[src/rtl/mem_access_unit.sv]
// -----------------------------------------------------------------------------
// mem_access_unit
//
// Load/store initiator between the CPU pipeline and a byte-addressed,
// big-endian DataMemory with a single 32-bit word port.
//   - Byte, halfword and word loads, each sign- or zero-extended.
//   - Word stores write directly.
//   - Sub-word stores do a read-modify-write, because the memory always
//     writes all 4 bytes.
//   - Misaligned and illegal-size accesses fault with no memory write.
//
// Optional feature macro: MAU_RANGE_CHECK_EN
//   When defined, an access whose word base lies beyond the last word
//   (MEMORY_SIZE-4) also faults. When undefined, such accesses run normally:
//   the memory returns 0 on reads and ignores writes.
//
// Handshake: a request is accepted on a rising edge where req_valid and
// req_ready are both high. req_ready is high only in IDLE. The response is
// a single-cycle resp_valid pulse; there is no response back-pressure.
//
// Ports
//   clk, rst             clock, synchronous active-high reset
//   req_valid/req_ready  request handshake
//   req_write            1 = store, 0 = load
//   req_size             00 byte, 01 half, 10 word, 11 illegal
//   req_signed           load extension select
//   req_addr             byte address
//   req_wdata            right-aligned store data
//   resp_valid           one-cycle response pulse
//   resp_rdata           load result (0 for stores and faults)
//   resp_fault           access faulted, memory untouched
//   mem_addr             word-aligned address to DataMemory
//   mem_wdata            merged word to DataMemory
//   mem_write            one-cycle write strobe
//   mem_rdata            combinational DataMemory read word
//   dbg_state_o          current FSM state, for observation only
// -----------------------------------------------------------------------------
module mem_access_unit #(
    parameter int MEMORY_SIZE = 16
) (
    input  logic        clk,
    input  logic        rst,
    input  logic        req_valid,
    output logic        req_ready,
    input  logic        req_write,
    input  logic [1:0]  req_size,
    input  logic        req_signed,
    input  logic [31:0] req_addr,
    input  logic [31:0] req_wdata,
    output logic        resp_valid,
    output logic [31:0] resp_rdata,
    output logic        resp_fault,
    output logic [31:0] mem_addr,
    output logic [31:0] mem_wdata,
    output logic        mem_write,
    input  logic [31:0] mem_rdata,
    output logic [1:0]  dbg_state_o
);

    if ((MEMORY_SIZE < 4) || ((MEMORY_SIZE % 4) != 0)) begin : g_bad_memory_size
        $error("mem_access_unit: MEMORY_SIZE must be a multiple of 4 and >= 4");
    end

    typedef enum logic [1:0] {
        IDLE  = 2'd0,
        READ  = 2'd1,
        WRITE = 2'd2,
        RESP  = 2'd3
    } state_t;

    localparam logic [1:0] SIZE_BYTE = 2'b00;
    localparam logic [1:0] SIZE_HALF = 2'b01;
    localparam logic [1:0] SIZE_WORD = 2'b10;

    state_t      state_q;
    logic [31:0] addr_q;
    logic        write_q;
    logic [1:0]  size_q;
    logic        signed_q;
    logic [15:0] wdata_q;      // only the sub-word lanes are needed for merging
    logic [31:0] word_q;       // word presented on mem_wdata
    logic        resp_valid_q;
    logic        resp_fault_q;
    logic [31:0] resp_rdata_q;
    logic        mem_write_q;

    logic        req_fault_d;
    logic        range_fault_d;
    logic [31:0] load_data_d;
    logic [31:0] merge_data_d;

    // Extract the addressed lane(s) from a big-endian word and extend.
    function automatic logic [31:0] load_extract(input logic [31:0] w,
                                                 input logic [1:0]  size,
                                                 input logic [1:0]  off,
                                                 input logic        sgn);
        logic [7:0]  b;
        logic [15:0] h;
        logic [31:0] r;
        case (off)
            2'd0:    b = w[31:24];
            2'd1:    b = w[23:16];
            2'd2:    b = w[15:8];
            default: b = w[7:0];
        endcase
        h = off[1] ? w[15:0] : w[31:16];
        case (size)
            SIZE_BYTE: r = {{24{sgn & b[7]}}, b};
            SIZE_HALF: r = {{16{sgn & h[15]}}, h};
            default:   r = w;
        endcase
        return r;
    endfunction

    // Replace only the addressed lane(s); every other byte passes through.
    function automatic logic [31:0] store_merge(input logic [31:0] w,
                                                input logic [15:0] d,
                                                input logic [1:0]  size,
                                                input logic [1:0]  off);
        logic [31:0] r;
        r = w;
        if (size == SIZE_BYTE) begin
            case (off)
                2'd0:    r[31:24] = d[7:0];
                2'd1:    r[23:16] = d[7:0];
                2'd2:    r[15:8]  = d[7:0];
                default: r[7:0]   = d[7:0];
            endcase
        end else begin
            if (off[1]) r[15:0]  = d;
            else        r[31:16] = d;
        end
        return r;
    endfunction

`ifdef MAU_RANGE_CHECK_EN
    localparam logic [31:0] LAST_WORD = 32'(MEMORY_SIZE - 4);
    assign range_fault_d = ({req_addr[31:2], 2'b00} > LAST_WORD);
`else
    assign range_fault_d = 1'b0;
`endif

    assign req_fault_d = (req_size == 2'b11)
                       || ((req_size == SIZE_HALF) && req_addr[0])
                       || ((req_size == SIZE_WORD) && (req_addr[1:0] != 2'b00))
                       || range_fault_d;

    assign load_data_d  = load_extract(mem_rdata, size_q, addr_q[1:0], signed_q);
    assign merge_data_d = store_merge(mem_rdata, wdata_q, size_q, addr_q[1:0]);

    always_ff @(posedge clk) begin
        if (rst) begin
            state_q      <= IDLE;
            addr_q       <= 32'h0;
            write_q      <= 1'b0;
            size_q       <= 2'b00;
            signed_q     <= 1'b0;
            wdata_q      <= 16'h0;
            word_q       <= 32'h0;
            resp_valid_q <= 1'b0;
            resp_fault_q <= 1'b0;
            resp_rdata_q <= 32'h0;
            mem_write_q  <= 1'b0;
        end else begin
            // Both strobes are single-cycle pulses unless re-armed below.
            resp_valid_q <= 1'b0;
            mem_write_q  <= 1'b0;
            case (state_q)
                IDLE: begin
                    if (req_valid) begin
                        addr_q   <= req_addr;
                        write_q  <= req_write;
                        size_q   <= req_size;
                        signed_q <= req_signed;
                        wdata_q  <= req_wdata[15:0];
                        word_q   <= req_wdata;
                        if (req_fault_d) begin
                            state_q      <= RESP;
                            resp_valid_q <= 1'b1;
                            resp_fault_q <= 1'b1;
                            resp_rdata_q <= 32'h0;
                        end else if (req_write && (req_size == SIZE_WORD)) begin
                            state_q     <= WRITE;
                            mem_write_q <= 1'b1;
                        end else begin
                            state_q <= READ;
                        end
                    end
                end
                READ: begin
                    if (write_q) begin
                        word_q      <= merge_data_d;
                        state_q     <= WRITE;
                        mem_write_q <= 1'b1;
                    end else begin
                        resp_rdata_q <= load_data_d;
                        resp_fault_q <= 1'b0;
                        resp_valid_q <= 1'b1;
                        state_q      <= RESP;
                    end
                end
                WRITE: begin
                    resp_rdata_q <= 32'h0;
                    resp_fault_q <= 1'b0;
                    resp_valid_q <= 1'b1;
                    state_q      <= RESP;
                end
                default: begin
                    state_q <= IDLE;
                end
            endcase
        end
    end

    assign req_ready   = (state_q == IDLE);
    assign resp_valid  = resp_valid_q;
    assign resp_rdata  = resp_rdata_q;
    assign resp_fault  = resp_fault_q;
    assign mem_addr    = {addr_q[31:2], 2'b00};
    assign mem_wdata   = word_q;
    assign mem_write   = mem_write_q;
    assign dbg_state_o = state_q;

endmodule

[config.mk]
export PLATFORM = sky130hd
export DESIGN_NAME = mem_access_unit
export DESIGN_NICKNAME = d
export VERILOG_FILES = /design/src/rtl/mem_access_unit.sv
export SDC_FILE = /design/constraint.sdc
export NUM_CORES = 1
export LEC_CHECK = 0
export BUFFER_PORTS_ARGS = -buffer_cell sky130_fd_sc_hd__buf_2
export CORE_MARGIN = 1
export CORE_UTILIZATION = 37
export DETAILED_ROUTE_END_ITERATION = 12
export GPL_TIMING_DRIVEN = 0
export MAX_ROUTING_LAYER = met4
export SYNTH_ARGS = -nofsm -noshare
export SYNTH_HDL_FRONTEND = slang
export SYNTH_SLANG_ARGS = --single-unit
[constraint.sdc]
create_clock -name clk -period 1.5 [get_ports clk]
set_input_delay 0.3 -clock clk [delete_from_list [all_inputs] [get_ports clk]]
set_output_delay 0.3 -clock clk [all_outputs]
set_load 0.01 [all_outputs]
# Yosys cells after proc, flatten, opt, wreduce, memory -nomap -nowiden
# Index checks and enable logic that the tools add are counted.
# W data, S select, Z words.
# classes
eq_ne,12
muxes,35
bitwise,2
n_reduce_logical,15
# op_table
cell,n
$mux W32,6
$pmux W32 S2,2
$pmux W32 S3,1
$mux W16,3
$mux W8,4
$pmux W8 S3,1
$mux W1,11
$eq A2 B1 Y1 const B,4
$eq A2 B2 Y1 const B,4
$logic_not A2 Y1,3
$mux W2,3
$ne A2 B2 Y1 const B,3
$pmux W1 S3,2
$pmux W2 S3,1
$reduce_and A4 Y1,1
$reduce_bool A2 Y1,2
$logic_and A1 B1 Y1,3
$reduce_and A3 Y1,1
$reduce_bool A3 Y1,1
$reduce_or A3 Y1,1
$and A1 B1 Y1,2
$logic_or A1 B1 Y1,2
$ne A2 B1 Y1 const B,1
$pmux W1 S2,1
$reduce_and A2 Y1,1
# word_totals
reg_bits,121
inputBits,103
out_inout_bits,102

# Logic depth before layout (Yosys ltp)
# Gate-level depths: netlist (run 1).
# depth
depth_word,7
ltp_mapped,8

# Worst setup path after synthesis (run 1)
# Ideal clock, no wire load.
# synth_timing
path_kind,register -> register
from,register state_q[0] (netlist: dbg_state_o[0])
to,register word_q[2] (netlist: mem_wdata[2])
t_arrival_ns,1.754
t_required_ns,1.430
setup_slack_ns,-0.324
path_stages_with_launch,8
n_path_buf,1
synth_period_minus_slack_ns,1.824
path_cell_list,dfxtp_1 -> inv_1 -> ha_1 -> and2b_4 -> nor4_4 -> buf_4 -> o21ai_0 -> o2bb2ai_1
# synth_via
elab_chain_cells,3
# synth_lines
item,line_no,source
from (decl),75,state_t state_q;
from (signal assigned),153,state_q <= IDLE;
from (signal assigned),178,state_q <= RESP;
from (signal assigned),183,state_q <= WRITE;
$logic_not A2 Y1 (*),--,
via req_ready,44,"output logic req_ready,"
$ne A2 B2 Y1 (no line) or $reduce_bool A2 Y1 (tied branches),--,
$reduce_and A3 Y1 (no line),--,
to (signal assigned),176,word_q <= req_wdata;
to (signal assigned),192,word_q <= merge_data_d;
to (decl),81,logic [31:0] word_q;
# The timed path passes the listed nets; every way through them passes the cells marked *.
# A chain may end at the register's enable or synchronous reset.

# Final worst setup path (run 1)
# layout_timing
from,register state_q[1] (netlist: dbg_state_o[1])
to,register resp_rdata_q[23] (netlist: resp_rdata[23])
# layout_via
elab_chain_cells,3
# layout_lines
item,line_no,source
"$eq A2 B1 Y1, or another cell as far along",168,case (state_q)
"$ne A2 B2 Y1 (no line), or another cell as far along",--,
$reduce_and A4 Y1 (no line),--,
to (signal assigned),196,resp_rdata_q <= load_data_d;
to (decl),84,logic [31:0] resp_rdata_q;
# Several ways; a longest one is shown, not always the timed one.

==> results.yml, run 1 <==
power_and_ir_drop:
  clkPwrFrac_pct: 27.0
  power_leakage_uw: 0.00383
  power_density_normalized_to_cell_area_nw_per_um2: 1870
  power.combinational.fraction_pct: 45.6
  internal-power_uw: 10500
  switching_power_uw: 5820
  p_sw_share_pct: 35.7
  vdd_ir_drop_max_mv: 1.02
  power.sequential.fraction_pct: 27.4
sta:
  slew_headroom_pct: 53.6
  fin_worst_skew_ps: 12.4
  transition_at_the_pin_with_the_smallest_max_transition_slack_ps: 696
  grt_setup_unrepaired: "true"
  final.min_clock_period_ps: 1810
  finalSetupViolations: 67
  period_share_pct: 121
  maxSlewViolCount: 0
  final_hold_vio_count: 0
  fmax_mhz: 551
  holdWs_ps: 113
  post-route-worst-setup-slack_ps: -313
setup_path:
  startpoint_type: "register"
  cp.arrival_ps: 2170
  crit_fanout: 7
  slowest_stage: "sky130_fd_sc_hd__dfxtp_4"
  worst_path_cell_trace: "inv_4 -> ha_4 -> and2b_2 -> buf_6 -> o311a_4 -> a21boi_4 -> buf_6 -> a22o_1"
  timing.setup.critical_path_class: "register to register"
  timing.critical_path.to_type: "register"
  cp_common_cell: "sky130_fd_sc_hd__buf_6"
  critical_path.max_stage_delay_ps: 350
  critical_path_required_ps: 1860
global_routing:
  first_global_vias: 6045
  antenna_violations_before_repair: 2
  grt.overflow.total: 0
  grt_first_pass_wirelength_mm: 32.6
  globalRouteTotalUtil_pct: 26.8
  maximum_number_of_pins_on_one_net_before_global_route_repair: 17
die:
  io_pins: 205
  floorplan.rows: 46
  die_h_um: 129
  placeableCoreArea_sq_um: 15800
  die_w_um: 129
  dieArea_sq_um: 16600
  initial_utilization_pct: 37.8
placement:
  pre_cts_ws_ps: -719
  numPlacedInstances: 1134
  placement.io_buffers: 202
  place.gp.congestion: 0.912
  detailed_place_hpwl_mm: 15.6
synthesis:
  synth_area_leader_cell: "sky130_fd_sc_hd__dfxtp_1"
  synthCells: 715
  synth-edff-count: 0
  yosys.area.top_type_share_pct: 40.7
  postSynthAreaPerCell_sq_um: 8.33
  yosysSeqAreaShare_pct: 40.7
  synth.ff_latch_count: 121
  synth.cell_area_sq_um: 5960
  post_synth_num_cell_types: 56
  postSynth.topFlopCell: "sky130_fd_sc_hd__dfxtp_1"
  synth_async_sr_flop_share_pct: 0
  synth_top_cells_by_area: "sky130_fd_sc_hd__dfxtp_1 41%, sky130_fd_sc_hd__nand2_1 7.7%, sky130_fd_sc_hd__a21oi_1 5.5%"
  yosys_warnings: 0
cts:
  cts_made_buffers: 17
  clock_tree.htree_level_count: 4
  postCtsHoldBufs: 0
  max-clock-path-buffers: 2
  clock-root-buffer: "sky130_fd_sc_hd__clkbuf_16"
  clkLatencyLatePin_ps: 420
  clock-sinks: 121
  worst_setup_hold_path_clk_slew_ps: 60
  tritoncts: "done"
detailed_routing:
  route.detailed.drc: 0
  finalWirelength_mm: 21.3
  route.detailed.wl_per_inst_um: 17.8
  route.detailed.vias_per_inst: 5.24
  vias: 6283
  drt_first_iter_violations: 431
  drt_pass1_iterations: 5
  antenna_violating_nets_post_route: 0
min_path:
  hold_path.class: "input port to register"
status:
  status: "finished, violations left"
  violations: "negative setup slack"
layout:
  layout.filler_cells: 1521
  flow.area_growth_from_synthesis_pct: 46.4
  layout-drive-gt1-share_pct: 44.1
  layout.cells.most_common: "sky130_fd_sc_hd__buf_2"
  instances_no_fill: 1200
  final_cell_mix: "210 x sky130_fd_sc_hd__buf_2, 121 x sky130_fd_sc_hd__nand2_1, 117 x sky130_fd_sc_hd__dfxtp_1"
  finish.net_count: 1076
run:
  max_cap_viol_count: 0
==> what timing repair did <==
| item | 4_1_cts | 5_1_grt |
|---|---|---|
| pin swaps | 25 | 25 |
| endpoints found under the setup margin | 121 | 106 |
| gates resized for setup | 82 | 56 |
| buffers inserted | 22 | 5 |
| gates cloned | 8 | 1 |
==> cells in the mapped netlist, types with 4 or more instances <==
library cell,instances
sky130_fd_sc_hd__a211oi_1,15
sky130_fd_sc_hd__a21boi_1,5
sky130_fd_sc_hd__a21oi_1,65
sky130_fd_sc_hd__a221oi_1,7
sky130_fd_sc_hd__a22o_1,31
sky130_fd_sc_hd__a311oi_1,9
sky130_fd_sc_hd__a32o_1,17
sky130_fd_sc_hd__buf_2,18
sky130_fd_sc_hd__buf_4,33
sky130_fd_sc_hd__clkbuf_1,37
sky130_fd_sc_hd__dfxtp_1,121
sky130_fd_sc_hd__ha_1,4
sky130_fd_sc_hd__inv_1,13
sky130_fd_sc_hd__nand2_1,122
sky130_fd_sc_hd__nand2b_1,26
sky130_fd_sc_hd__nand3_1,19
sky130_fd_sc_hd__nor2_1,33
sky130_fd_sc_hd__nor3b_1,5
sky130_fd_sc_hd__o211ai_1,14
sky130_fd_sc_hd__o21a_1,7
sky130_fd_sc_hd__o21ai_0,27
sky130_fd_sc_hd__o221ai_1,16
sky130_fd_sc_hd__o22ai_1,7
sky130_fd_sc_hd__or2_2,17
==> metal layers <==
layer  wire (um)  vias to the layer above  GRT usage (%)
met3        1700                       32           7.57
met2       10000                      275           42.3
met5           0                        -              -
met1        9200                     2930           33.2
li1            -                     3046              -
met4         418                        0           7.68
==> per-stage QoR <==
step                      util [%]  TNS (ps)  cell area [sq um]  power, uW
after floorplan                  -     -7010               6080       8240
after global placement        46.7    -34810               7370      10200
after detailed placement      46.7    -37570               7370      10200
after CTS                     53.7    -14750               8470      15700
after global routing          55.3    -19850               8720      17200
final                         55.3    -15850               8720      16300
==> power groups by stage <==
stage | Clock (uW) | Sequential, uW | Combinational, uW
finish | 4400 | 4460 | 7430
global route | 4620 | 4540 | 7990
CTS | 4480 | 4440 | 6750
detailed placement | 0 | 4490 | 5760
global placement | 0 | 4490 | 5720
floorplan | 0 | 4640 | 3600
==> cell families (layout without fill, tap and decap cells) <==
| kind of cell | count (synthesis) | in the layout | synth area share, % |
|---|---|---|---|
| simple gates | 240 | 240 | 19.0 |
| compound gates | 237 | 237 | 28.7 |
| flops | 121 | 121 | 40.7 |
| buf+inv | 107 | 373 | 9.58 |
| mux | 5 | 5 | 1.18 |
| fa+ha+maj | 4 | 4 | 0.840 |
| other cells | 1 | 4 | 0.0630 |
==> worst paths after layout <==
| path | cells past startpoint | startpoint | end | slack [ps] |
|---|---|---|---|---|
| setup / recovery | 8 | dbg_state_o[1]$_SDFFE_PP0N_ | resp_rdata[23]$_SDFFE_PP0P_ | -310 |
| hold / removal | 3 | req_addr[11] | addr_q[11]$_SDFFE_PP0P_ | 110 |
| setup reg to reg | 8 | dbg_state_o[1]$_SDFFE_PP0N_ | resp_rdata[23]$_SDFFE_PP0P_ | -310 |
| hold reg to reg | 2 | addr_q[19]$_SDFFE_PP0P_ | addr_q[19]$_SDFFE_PP0P_ | 450 |
==> sequential cells by signal (all words and copies together), names as in the netlist <==
name / count
resp_valid: 1
addr_q: 32
resp_fault: 1
wdata_q: 16
size_q: 2
mem_write: 1
dbg_state_o: 2
write_q: 1
signed_q: 1
mem_wdata: 32
resp_rdata: 32
==> cell type report <==
class | count | area (sq um) | share of cell area, %
multi-input combinational | 488 | 3260 | 37.3
inverter | 15 | 65.1 | 0.746
timing repair buffer | 238 | 1420 | 16.2
sequential | 121 | 2430 | 27.9
clock inverter | 7 | 138 | 1.58
antenna | 2 | 5.00 | 0.0574
buffer | 88 | 629 | 7.22
clock buffer | 25 | 505 | 5.80
tap | 216 | 270 | 3.10
==> worst max-delay path: cells and delay by family (launching register included) <==
kind | cells | cell delay (ps)
flops | 1 | 350
fa+ha+maj | 1 | 170
compound gates | 3 | 640
buf+inv | 3 | 350
simple gates | 1 | 240
No activity file was read; power rests on OpenSTA's default activity.
==> inputs of run 2 (changes only) <==
--- a/config.mk
+++ b/config.mk
@@ -9,7 +9,7 @@
 export CORE_MARGIN = 1
 export CORE_UTILIZATION = 37
 export DETAILED_ROUTE_END_ITERATION = 12
-export GPL_TIMING_DRIVEN = 0
+export HOLD_SLACK_MARGIN = 0.12
 export MAX_ROUTING_LAYER = met4
 export SYNTH_ARGS = -nofsm -noshare
 export SYNTH_HDL_FRONTEND = slang
==> run 2 against run 1 <==
The flow still finishes with violations (negative setup slack). Total power is 0.82% higher. Non-clock buffer count is 8 higher. Register-to-register slack better by 80 ps. Fmax is 4.5% higher. Largest power group unchanged. Highest routed layer unchanged.
==> results.yml, run 2 (same netlist as run 1, synthesis figures left out) <==
setup_path:
  reg2reg_from: "dbg_state_o[0]$_SDFFE_PP0N_"
  startpoint_type: "register"
  r2r-end: "dbg_state_o[1]$_SDFFE_PP0N_"
  critical_path_required_ps: 1850
  cp-startpoint: "dbg_state_o[0]$_SDFFE_PP0N_"
  rrSetupSlack_ps: -240
  setup.worst_path.end: "dbg_state_o[1]$_SDFFE_PP0N_"
  timing.critical_path.to_type: "register"
  reg2regPathDepth: 7
  cp.arrival_ps: 2090
  timing.setup.critical_path_class: "register to register"
  crit_fanout: 5
detailed_routing:
  route.detailed.drc: 0
  drt_pass1_iterations: 5
  finalWirelength_mm: 21.0
  route.detailed.wl_per_inst_um: 17.4
  route.detailed.vias_per_inst: 5.22
  vias: 6295
  antenna_violating_nets_post_route: 0
  drt_first_iter_violations: 403
sta:
  slew_headroom_pct: 64.9
  final.min_clock_period_ps: 1740
  grt_setup_unrepaired: "true"
  finalSetupViolations: 67
  transition_at_the_pin_with_the_smallest_max_transition_slack_ps: 523
  holdWs_ps: 136
  maxSlewViolCount: 0
  fin_worst_skew_ps: 7.14
  post-route-worst-setup-slack_ps: -235
  final_hold_vio_count: 0
  fmax_mhz: 576
  period_share_pct: 116
global_routing:
  antenna_violations_before_repair: 0
  first_global_vias: 5864
  globalRouteTotalUtil_pct: 25.0
  maximum_number_of_pins_on_one_net_before_global_route_repair: 44
  grt.overflow.total: 0
  grt_first_pass_wirelength_mm: 30.4
placement:
  placement.io_buffers: 202
  pre_cts_ws_ps: -209
  detailed_place_hpwl_mm: 14.3
  place.gp.congestion: 0.928
die:
  die_w_um: 129
  die_h_um: 129
  initial_utilization_pct: 37.8
  dieArea_sq_um: 16600
  io_pins: 205
  placeableCoreArea_sq_um: 15800
  floorplan.rows: 46
cts:
  clock_tree.htree_level_count: 4
  clock-sinks: 121
  tritoncts: "done"
  cts_made_buffers: 17
  max-clock-path-buffers: 2
  clkLatencyLatePin_ps: 420
  worst_setup_hold_path_clk_slew_ps: 60
  clock-root-buffer: "sky130_fd_sc_hd__clkbuf_16"
layout:
  final_cell_mix: "201 x sky130_fd_sc_hd__buf_2, 121 x sky130_fd_sc_hd__nand2_1, 116 x sky130_fd_sc_hd__dfxtp_1"
  layout-drive-gt1-share_pct: 40.5
  layout.filler_cells: 1482
  n_antenna_cell: 0
  flow.area_growth_from_synthesis_pct: 50.7
  layout.cells.most_common: "sky130_fd_sc_hd__buf_2"
  finish.net_count: 1084
power_and_ir_drop:
  power_leakage_uw: 0.00392
  power_density_normalized_to_cell_area_nw_per_um2: 1830
  vdd_ir_drop_max_mv: 1.15
min_path:
  hold_path.class: "input port to register"
status:
  violations: "negative setup slack"
  status: "finished, violations left"
run:
  max_cap_viol_count: 0
-- run 2: cell types whose count changed in the layout (fill, tap and decap cells not counted), moves of 5 or more --
cell,delta
sky130_fd_sc_hd__buf_12,+12
sky130_fd_sc_hd__nor2_2,-5
sky130_fd_sc_hd__clkbuf_4,-12
sky130_fd_sc_hd__o21ai_0,+7
sky130_fd_sc_hd__buf_6,-22
sky130_fd_sc_hd__clkbuf_1,-13
sky130_fd_sc_hd__dlygate4sd3_1,+31
sky130_fd_sc_hd__buf_4,+24
sky130_fd_sc_hd__buf_2,-9
sky130_fd_sc_hd__clkbuf_2,-6
-- run 2: worst min path at each step --
stage                            startpoint                  endpoint  cells past startpoint
floorplan                       req_addr[1]    addr_q[1]$_SDFFE_PP0P_                      2
detailed placement  addr_q[15]$_SDFFE_PP0P_   addr_q[15]$_SDFFE_PP0P_                      2
global placement    addr_q[16]$_SDFFE_PP0P_   addr_q[16]$_SDFFE_PP0P_                      2
finish                         req_wdata[8]   wdata_q[8]$_SDFFE_PP0P_                      3
CTS                           req_wdata[12]  wdata_q[12]$_SDFFE_PP0P_                      3
global route                   req_wdata[8]   wdata_q[8]$_SDFFE_PP0P_                      3
-- run 2: what timing repair did --
action	in CTS	in global routing
pin swaps	9	18
gates cloned	3	4
resized for setup	25	37
hold buffers	31	0
setup endpoints to repair	77	86
hold endpoints to repair	31	0
buffers inserted	10	11
-- run 2: final cells by class --
cell class / instances / area (sq um) / area share, %
clock buffer: 24 / 482 / 5.37
clock inverter: 8 / 165 / 1.84
inverter: 15 / 61.3 / 0.683
multi-input combinational: 488 / 3140 / 35.0
sequential: 121 / 2440 / 27.1
tap: 216 / 270 / 3.01
timing repair buffer: 334 / 2420 / 27.0
-- run 2: critical path, stage by stage (launching register included) --
cell,delay (ps)
sky130_fd_sc_hd__dfxtp_4,390
sky130_fd_sc_hd__inv_4,50
sky130_fd_sc_hd__ha_4,170
sky130_fd_sc_hd__and2b_4,180
sky130_fd_sc_hd__buf_4,130
sky130_fd_sc_hd__buf_6,110
sky130_fd_sc_hd__or4_4,500
sky130_fd_sc_hd__a21oi_2,130
-- run 2: metrics by stage --
stage | setup TNS [ps] | cells | total power [uW] | utilization [%] | instance area [sq um]
2_1_floorplan | -7010 | 716 | 8240 | - | 6080
3_3_place_gp | -8950 | 1122 | 10500 | 47.8 | 7530
3_5_place_dp | -10390 | 1122 | 10600 | 47.8 | 7530
4_1_cts | -10130 | 1196 | 15800 | 55.2 | 8710
5_1_grt | -15300 | 1206 | 17300 | 56.9 | 8980
6_report | -11610 | 1206 | 16400 | 56.9 | 8980
-- run 2: report_power, final --
part / internal (uW) / total, uW / switching (uW)
logic: 3710 / 7460 / 3750
registers: 3980 / 4450 / 461
clock network: 3070 / 4520 / 1440
total: 10800 / 16400 / 5650
-- run 2: routing by layer --
metal	vias up	track usage, %	routed length (um)
met5	-	-	0
met4	0	9.48	333
met3	33	4.66	1350
met2	248	40.1	10200
met1	2958	31.1	9060
li1	3056	-	-
